[src/rtl/uart_pkg.sv]
// Shared definitions for the UART command-frame path: FSM states,
// error codes and the default start-of-frame byte.
package uart_pkg;

    typedef enum logic [2:0] {
        ST_IDLE   = 3'd0,
        ST_ADDR   = 3'd1,
        ST_LEN    = 3'd2,
        ST_DATA   = 3'd3,
        ST_CSUM   = 3'd4,
        ST_COMMIT = 3'd5
    } state_e;

    localparam logic [1:0] ERR_NONE    = 2'b00;
    localparam logic [1:0] ERR_LEN     = 2'b01;
    localparam logic [1:0] ERR_CSUM    = 2'b10;
    localparam logic [1:0] ERR_TIMEOUT = 2'b11;

    localparam logic [7:0] HEADER_DEFAULT = 8'hA5;

    // States in which the frame is waiting on the next byte from the line
    function automatic logic waiting_for_byte(input state_e s);
        return (s == ST_ADDR) || (s == ST_LEN) || (s == ST_DATA) || (s == ST_CSUM);
    endfunction

endpackage

[src/rtl/uart_frame_timeout.sv]
// Inter-byte timeout counter. Counts enabled cycles since the last clear
// and raises a single-cycle expire pulse when the limit is reached.
module uart_frame_timeout #(
    parameter logic [31:0] TIMEOUT_CYCLES = 32'd4340
) (
    input  logic clk,
    input  logic rst_n,
    input  logic en_i,
    input  logic clr_i,
    output logic expire_o
);

    logic [31:0] cnt_q;
    logic [31:0] cnt_d;

    // A clear on the expiring cycle wins, so a late byte is never lost
    assign expire_o = en_i && !clr_i && (cnt_q == TIMEOUT_CYCLES - 32'd1);

    // Next count: zero while idle or cleared, otherwise advance
    always_comb begin
        cnt_d = cnt_q;
        if (clr_i || !en_i) begin
            cnt_d = 32'd0;
        end else begin
            cnt_d = cnt_q + 32'd1;
        end
    end

    // Count register
    always_ff @(posedge clk or negedge rst_n) begin
        if (!rst_n) begin
            cnt_q <= 32'd0;
        end else begin
            cnt_q <= cnt_d;
        end
    end

endmodule

[src/rtl/uart_frame_ctrl.sv]
// Command-frame parser behind the UART receiver: HEADER, ADDR, LEN,
// payload, checksum. Payload is buffered and written out one register per
// cycle only after the checksum matches.
module uart_frame_ctrl
    import uart_pkg::*;
#(
    parameter logic [7:0]  HEADER         = HEADER_DEFAULT,
    parameter int          MAX_LEN        = 8,
    parameter logic [31:0] TIMEOUT_CYCLES = 32'd4340
) (
    input  logic       clk,
    input  logic       rst_n,
    input  logic [7:0] rx_data,
    input  logic       rx_done,
    output logic       wr_en,
    output logic [7:0] wr_addr,
    output logic [7:0] wr_data,
    output logic       busy,
    output logic       frame_ok,
    output logic       frame_err,
    output logic [1:0] err_code
);

    localparam int             IDXW      = $clog2(MAX_LEN + 1);
    localparam int             AW        = $clog2(MAX_LEN);
    localparam logic [IDXW-1:0] IDX_ONE  = IDXW'(1);
    localparam logic [7:0]     MAX_LEN_B = 8'(MAX_LEN);

    state_e          state_q, state_d;
    logic [7:0]      base_q, base_d;
    logic [7:0]      sum_q, sum_d;
    logic [IDXW-1:0] len_q, len_d;
    logic [IDXW-1:0] idx_q, idx_d;
    logic [1:0]      err_q, err_d;
    logic            frame_ok_q, frame_ok_d;
    logic            frame_err_q, frame_err_d;
    logic            rx_done_q;
    logic [7:0]      pay_buf_q [MAX_LEN];

    logic            accept;
    logic            tmo_expire;

    // rx_done is a level; only its rising edge accepts a byte
    assign accept = rx_done && !rx_done_q;

    uart_frame_timeout #(
        .TIMEOUT_CYCLES (TIMEOUT_CYCLES)
    ) u_timeout (
        .clk      (clk),
        .rst_n    (rst_n),
        .en_i     (waiting_for_byte(state_q)),
        .clr_i    (accept),
        .expire_o (tmo_expire)
    );

    // Commit writes come straight from state so reset silences them at once
    assign wr_en     = (state_q == ST_COMMIT);
    assign wr_addr   = wr_en ? (base_q + {{(8-IDXW){1'b0}}, idx_q}) : 8'h00;
    assign wr_data   = wr_en ? pay_buf_q[idx_q[AW-1:0]] : 8'h00;
    assign busy      = (state_q != ST_IDLE);
    assign frame_ok  = frame_ok_q;
    assign frame_err = frame_err_q;
    assign err_code  = err_q;

    // Frame parsing FSM: next state, field latches, running sum, pulses
    always_comb begin
        state_d     = state_q;
        base_d      = base_q;
        sum_d       = sum_q;
        len_d       = len_q;
        idx_d       = idx_q;
        err_d       = err_q;
        frame_ok_d  = 1'b0;
        frame_err_d = 1'b0;
        case (state_q)
            ST_IDLE: begin
                if (accept && rx_data == HEADER) state_d = ST_ADDR;
            end
            ST_ADDR: begin
                if (accept) begin
                    base_d  = rx_data;
                    sum_d   = rx_data;
                    state_d = ST_LEN;
                end
            end
            ST_LEN: begin
                if (accept) begin
                    if (rx_data == 8'd0 || rx_data > MAX_LEN_B) begin
                        frame_err_d = 1'b1;
                        err_d       = ERR_LEN;
                        state_d     = ST_IDLE;
                    end else begin
                        len_d   = rx_data[IDXW-1:0];
                        sum_d   = sum_q + rx_data;
                        idx_d   = '0;
                        state_d = ST_DATA;
                    end
                end
            end
            ST_DATA: begin
                if (accept) begin
                    sum_d = sum_q + rx_data;
                    idx_d = idx_q + IDX_ONE;
                    if (idx_d == len_q) state_d = ST_CSUM;
                end
            end
            ST_CSUM: begin
                if (accept) begin
                    if (rx_data == sum_q) begin
                        idx_d   = '0;
                        state_d = ST_COMMIT;
                    end else begin
                        frame_err_d = 1'b1;
                        err_d       = ERR_CSUM;
                        state_d     = ST_IDLE;
                    end
                end
            end
            ST_COMMIT: begin
                idx_d = idx_q + IDX_ONE;
                if (idx_q == len_q - IDX_ONE) begin
                    frame_ok_d = 1'b1;
                    state_d    = ST_IDLE;
                end
            end
            default: state_d = ST_IDLE;
        endcase
        // Expiry is already masked by an accepted byte in the counter
        if (tmo_expire) begin
            frame_err_d = 1'b1;
            err_d       = ERR_TIMEOUT;
            state_d     = ST_IDLE;
        end
    end

    // Control and status registers
    always_ff @(posedge clk or negedge rst_n) begin
        if (!rst_n) begin
            state_q     <= ST_IDLE;
            base_q      <= 8'h00;
            sum_q       <= 8'h00;
            len_q       <= '0;
            idx_q       <= '0;
            err_q       <= ERR_NONE;
            frame_ok_q  <= 1'b0;
            frame_err_q <= 1'b0;
            rx_done_q   <= 1'b0;
        end else begin
            state_q     <= state_d;
            base_q      <= base_d;
            sum_q       <= sum_d;
            len_q       <= len_d;
            idx_q       <= idx_d;
            err_q       <= err_d;
            frame_ok_q  <= frame_ok_d;
            frame_err_q <= frame_err_d;
            rx_done_q   <= rx_done;
        end
    end

    // Payload buffer; contents are irrelevant until a full frame lands
    always_ff @(posedge clk) begin
        if (state_q == ST_DATA && accept) begin
            pay_buf_q[idx_q[AW-1:0]] <= rx_data;
        end
    end

endmodule

[config.mk]
export PLATFORM = sky130hd
export DESIGN_NAME = uart_frame_ctrl
export DESIGN_NICKNAME = d
export VERILOG_FILES = /design/src/rtl/uart_pkg.sv /design/src/rtl/uart_frame_timeout.sv /design/src/rtl/uart_frame_ctrl.sv
export SDC_FILE = /design/constraint.sdc
export NUM_CORES = 1
export LEC_CHECK = 0
export ABC_AREA = 0
export ABC_CLOCK_PERIOD_IN_PS = 3650
export CAP_MARGIN = 20
export CORE_UTILIZATION = 35
export CTS_CLUSTER_SIZE = 25
export DETAILED_ROUTE_END_ITERATION = 7
export HOLD_SLACK_MARGIN = 0.12
export PLACE_DENSITY = 0.6
export SYNTH_ARGS = -nofsm -noshare
export SYNTH_HDL_FRONTEND = slang
export SYNTH_SLANG_ARGS = --single-unit
[constraint.sdc]
create_clock -name clk -period 3.65 [get_ports clk]
set_input_delay 0.365 -clock clk [delete_from_list [all_inputs] [get_ports clk]]
set_output_delay 0.365 -clock clk [all_outputs]
set_load 0.01 [all_outputs]
==> flow_summary.html <==
<table>
<tr><th>Metric</th><th>Value</th></tr>
<tr><th colspan="2">STA</th></tr>
<tr><td>RSZ-0062 raised after global routing</td><td>no</td></tr>
<tr><td>Min cycle time layout</td><td>about 3.1 ns</td></tr>
<tr><td>Final Slew Violations</td><td>0</td></tr>
<tr><td>Period utilization</td><td>approximately 86%</td></tr>
<tr><td>Count of endpoints failing hold in the final timing report</td><td>0</td></tr>
<tr><td>Relative slew slack</td><td>between 40% and 50%</td></tr>
<tr><td>Achievable Freq</td><td>about 0.32 GHz</td></tr>
<tr><td>Maximum clock skew at final layout</td><td>0.0111 ns</td></tr>
<tr><td>Final-report setup violation count</td><td>0</td></tr>
<tr><td>Summed negative setup slack over all endpoints</td><td>0 ns</td></tr>
<tr><td>Pin slew with the least headroom to its limit</td><td>0.883 ns</td></tr>
<tr><th colspan="2">Cells and area</th></tr>
<tr><td>P&amp;R area growth vs syn</td><td>19.2%</td></tr>
<tr><td>Cell Count, Final, Fillers Out</td><td>roughly 840</td></tr>
<tr><td>Layout cells sized above 1</td><td>about 15%</td></tr>
<tr><td>Net count of the finished layout</td><td>roughly 620</td></tr>
<tr><td>Leading cell types in the layout, fill and taps excluded</td><td>sky130_fd_sc_hd__nor2_1, sky130_fd_sc_hd__dfrtp_1, sky130_fd_sc_hd__edfxtp_1</td></tr>
<tr><td>Fill count</td><td>1684</td></tr>
<tr><td># diodes</td><td>0</td></tr>
<tr><th colspan="2">Global routing</th></tr>
<tr><td>Pin count of the biggest net entering global routing</td><td>47</td></tr>
<tr><td>GRT Total Usage</td><td>16.2%</td></tr>
<tr><td>Vias in the first global route</td><td>4421</td></tr>
<tr><td>Total congestion overflow after global routing</td><td>0</td></tr>
<tr><td>Wire length of the first global-routing pass</td><td>~24 mm</td></tr>
<tr><td>Number of antenna violations at the first check in global routing</td><td>0</td></tr>
<tr><th colspan="2">Drt</th></tr>
<tr><td>Avg Vias per Cell</td><td>around 5.3</td></tr>
<tr><td>Count of antenna-violating nets left after detailed routing</td><td>0</td></tr>
<tr><td>Violation count after the first detailed-routing iteration</td><td>around 250</td></tr>
<tr><td>Via Count</td><td>roughly 4500</td></tr>
<tr><td>Final Routed Wirelength</td><td>~15 mm</td></tr>
<tr><td>Average routed wire per standard cell</td><td>17.4 µm</td></tr>
<tr><td>Post-route DRC violation count</td><td>4</td></tr>
<tr><td>DRT Pass-1 Iters</td><td>8</td></tr>
<tr><th colspan="2">Die</th></tr>
<tr><td>Ports</td><td>33</td></tr>
<tr><td>X dimension of the die</td><td>between 100 and 150 µm</td></tr>
<tr><td>Initial core utilization</td><td>between 30% and 40%</td></tr>
<tr><td>Core ar.</td><td>~0.018 mm²</td></tr>
<tr><td>Area of the die</td><td>slightly below 0.02 mm²</td></tr>
<tr><td>Die Span Y</td><td>around 140 µm</td></tr>
<tr><td>Placement Rows</td><td>approximately 50</td></tr>
<tr><th colspan="2">Worst setup path</th></tr>
<tr><td>Worst Setup Path Type</td><td>reg2out</td></tr>
<tr><td>Arr. time, crit path</td><td>roughly 2.8 ns</td></tr>
<tr><td>Required arrival time at the worst endpoint</td><td>between 3 and 4 ns</td></tr>
<tr><td>Critical Path Start Type</td><td>flop</td></tr>
<tr><td>Largest fanout on the critical path</td><td>3</td></tr>
<tr><td>Endpoint kind of the worst setup timing path</td><td>output port</td></tr>
<tr><th colspan="2">Clock tree</th></tr>
<tr><td>Num CTS Buffers</td><td>17</td></tr>
<tr><td>Longest Clk Path Bufs</td><td>2</td></tr>
<tr><td>Root Driver</td><td>sky130_fd_sc_hd__clkbuf_16</td></tr>
<tr><td>Clock transition time at the flip-flop clock pins of the worst setup and hold paths</td><td>0.06 ns</td></tr>
<tr><td>Post-CTS repair timing setup buffer count</td><td>0</td></tr>
<tr><td>CTS Sinks</td><td>roughly 130</td></tr>
<tr><td>Clock latency at the later pin of the worst-skew pair</td><td>approximately 0.42 ns</td></tr>
<tr><td>Clock tree from TritonCTS</td><td>built</td></tr>
<tr><td>H-tree levels</td><td>4</td></tr>
<tr><th colspan="2">Placed design</th></tr>
<tr><td>Cell total after placement</td><td>roughly 800</td></tr>
<tr><td>Routability Congestion</td><td>a little over 0.8</td></tr>
<tr><td>Number of input and output port buffers inserted</td><td>32</td></tr>
<tr><td>HPWL after detailed placement</td><td>a little under 10 mm</td></tr>
<tr><th colspan="2">Synth</th></tr>
<tr><td>Ys async rst share</td><td>50.0%</td></tr>
<tr><td>Average cell area after synthesis</td><td>11.9 µm²</td></tr>
<tr><td>Prevailing post-synth register cell</td><td>sky130_fd_sc_hd__edfxtp_1</td></tr>
<tr><td>Synthesized area</td><td>between 0.006 and 0.007 mm²</td></tr>
<tr><td>Syn nets</td><td>roughly 580</td></tr>
<tr><td>Mapped Cells</td><td>about 550</td></tr>
<tr><td>Number of flops mapped to enable cells by yosys</td><td>64</td></tr>
<tr><td>Number of flip-flops and latches in the synthesized netlist</td><td>128</td></tr>
<tr><td>Count of cell types in the netlist</td><td>71</td></tr>
<tr><td>Number of warnings reported in the yosys synthesis log</td><td>0</td></tr>
<tr><td>Register area share after synthesis</td><td>a little over half</td></tr>
<tr><th colspan="2">Power and ir drop</th></tr>
<tr><td>Sw frac</td><td>31.2%</td></tr>
<tr><td>Power, Total</td><td>~5300 µW</td></tr>
<tr><td>Logic gate share of total power</td><td>about 29%</td></tr>
<tr><td>Leakage</td><td>0.00291 µW</td></tr>
<tr><td>Clock network fraction of total power</td><td>roughly 37%</td></tr>
<tr><td>Power per cell area</td><td>roughly 680 mW/mm²</td></tr>
<tr><td>Sequential cell fraction of total power</td><td>34.3%</td></tr>
<tr><td>Worst IR drop on VDD</td><td>approximately 0.00037 V</td></tr>
<tr><td>Net Sw Power</td><td>1650 µW</td></tr>
<tr><td>P_int</td><td>between 3000 and 4000 µW</td></tr>
<tr><th colspan="2">Worst hold path</th></tr>
<tr><td>Kind of path behind the tightest hold check</td><td>in2async</td></tr>
<tr><th colspan="2">Run</th></tr>
<tr><td>Total of max-cap violations</td><td>0</td></tr>
<tr><th colspan="2">Status</th></tr>
<tr><td>Violated checks</td><td>DRC</td></tr>
<tr><td>Result of the run</td><td>finished, violations left</td></tr>
</table>
[power by group through the flow]
| stage | Combinational, µW | Sequential [µW] | Clock (µW) |
|---|---|---|---|
| floorplan | 1140 | 1780 | 0 |
| global placement | 1510 | 1830 | 0 |
| detailed placement | 1530 | 1840 | 0 |
| CTS | 1550 | 1810 | 1980 |
| global route | 1710 | 1830 | 2050 |
| finish | 1530 | 1810 | 1940 |
[layer usage]
layer	global-route usage [%]	vias to the layer above	part of all wire [%]
met5	0	-	0
met4	4.97	0	1.2
met3	4.07	19	3.0
met2	26.1	80	49
met1	21.6	2238	47
li1	-	2117	-
[Yosys cell counts (10+ instances only)]
cell,n,share of area (%)
sky130_fd_sc_hd__mux2i_1,15,2.3
sky130_fd_sc_hd__nand2_1,27,1.6
sky130_fd_sc_hd__mux4_2,10,3.4
sky130_fd_sc_hd__edfxtp_1,64,29
sky130_fd_sc_hd__xor2_1,11,1.5
sky130_fd_sc_hd__ha_1,15,2.9
sky130_fd_sc_hd__xnor2_1,33,4.4
sky130_fd_sc_hd__mux2_2,14,2.4
sky130_fd_sc_hd__nand4_1,10,0.96
sky130_fd_sc_hd__nor4_1,12,1.1
sky130_fd_sc_hd__nand3_1,24,1.8
sky130_fd_sc_hd__dfrtp_1,64,24
sky130_fd_sc_hd__nor3_1,16,1.2
sky130_fd_sc_hd__a21oi_1,24,1.8
sky130_fd_sc_hd__inv_1,19,1.1
sky130_fd_sc_hd__o21ai_0,11,0.84
sky130_fd_sc_hd__nor2_1,64,3.7
[state kept, by name (all words and copies together), names as in the netlist]
signal,flops
pay_buf_q,64
u_timeout.cnt_q,32
base_q,8
sum_q,8
idx_q,4
len_q,4
state_q,3
err_code,2
frame_err,1
frame_ok,1
rx_done_q,1
[final timing paths]
| path | slack (ns) | from | endpoint | depth (start not counted) |
|---|---|---|---|---|
| max in group asynchronous | 2.19 | rst_n | u_timeout.cnt_q[17] | 3 |
| min reg2reg | 0.48 | u_timeout.cnt_q[0] | u_timeout.cnt_q[0] | 1 |
| min | 0.46 | rst_n | len_q[1] | 2 |
| min in group clk | 0.47 | rx_done | rx_done_q | 1 |
| max | 0.51 | base_q[0] | wr_addr[6] | 7 |
| max reg2reg | 1.29 | state_q[2] | pay_buf_q[5][7] | 4 |
[kinds of logic after synthesis]
group / synth area share, %
AO/OA/AOI/OAI: 7.48
buffers and inverters: 3.20
adder cells (fa/ha/maj): 3.48
AND/OR/NAND/NOR: 17.9
multiplexers: 8.15
flip-flops: 53.9
XOR/XNOR: 5.89
[metrics by stage]
step	hold slack (ns)	cell area, µm²	util, %	worst slack (ns)
2_1_floorplan	0.0694	6540	-	1.43
3_3_place_gp	0.367	7110	39.2	0.813
3_5_place_dp	0.381	7110	39.2	0.783
4_1_cts	0.466	7790	43.0	0.466
5_1_grt	0.473	7790	43.0	0.319
6_report	0.464	7790	43.0	0.509
[timing repair]
action,in CTS,in global routing
gates resized for setup,0,0
endpoints found under the hold margin,18,0
setup endpoints to repair,0,0
hold buffers,1,0
[cell type report]
type | instances | area, µm² | area share, %
sequential | 128 | 3520 | 45.2
multi-input combinational | 381 | 2810 | 36.0
timing repair buffer | 47 | 430 | 5.52
clock buffer | 18 | 429 | 5.51
tap | 229 | 287 | 3.68
clock inverter | 14 | 249 | 3.19
inverter | 19 | 71.3 | 0.915
[worst max-delay path, stage by stage, from the launching register on]
cell,delay (ns)
sky130_fd_sc_hd__dfrtp_1,0.38
sky130_fd_sc_hd__ha_1,0.23
sky130_fd_sc_hd__fa_1,0.40
sky130_fd_sc_hd__a21o_1,0.20
sky130_fd_sc_hd__a21oi_1,0.26
sky130_fd_sc_hd__o21ai_0,0.14
sky130_fd_sc_hd__a21oi_1,0.16
sky130_fd_sc_hd__clkdlybuf4s50_1,0.59
(Power assumes the default switching activity.)
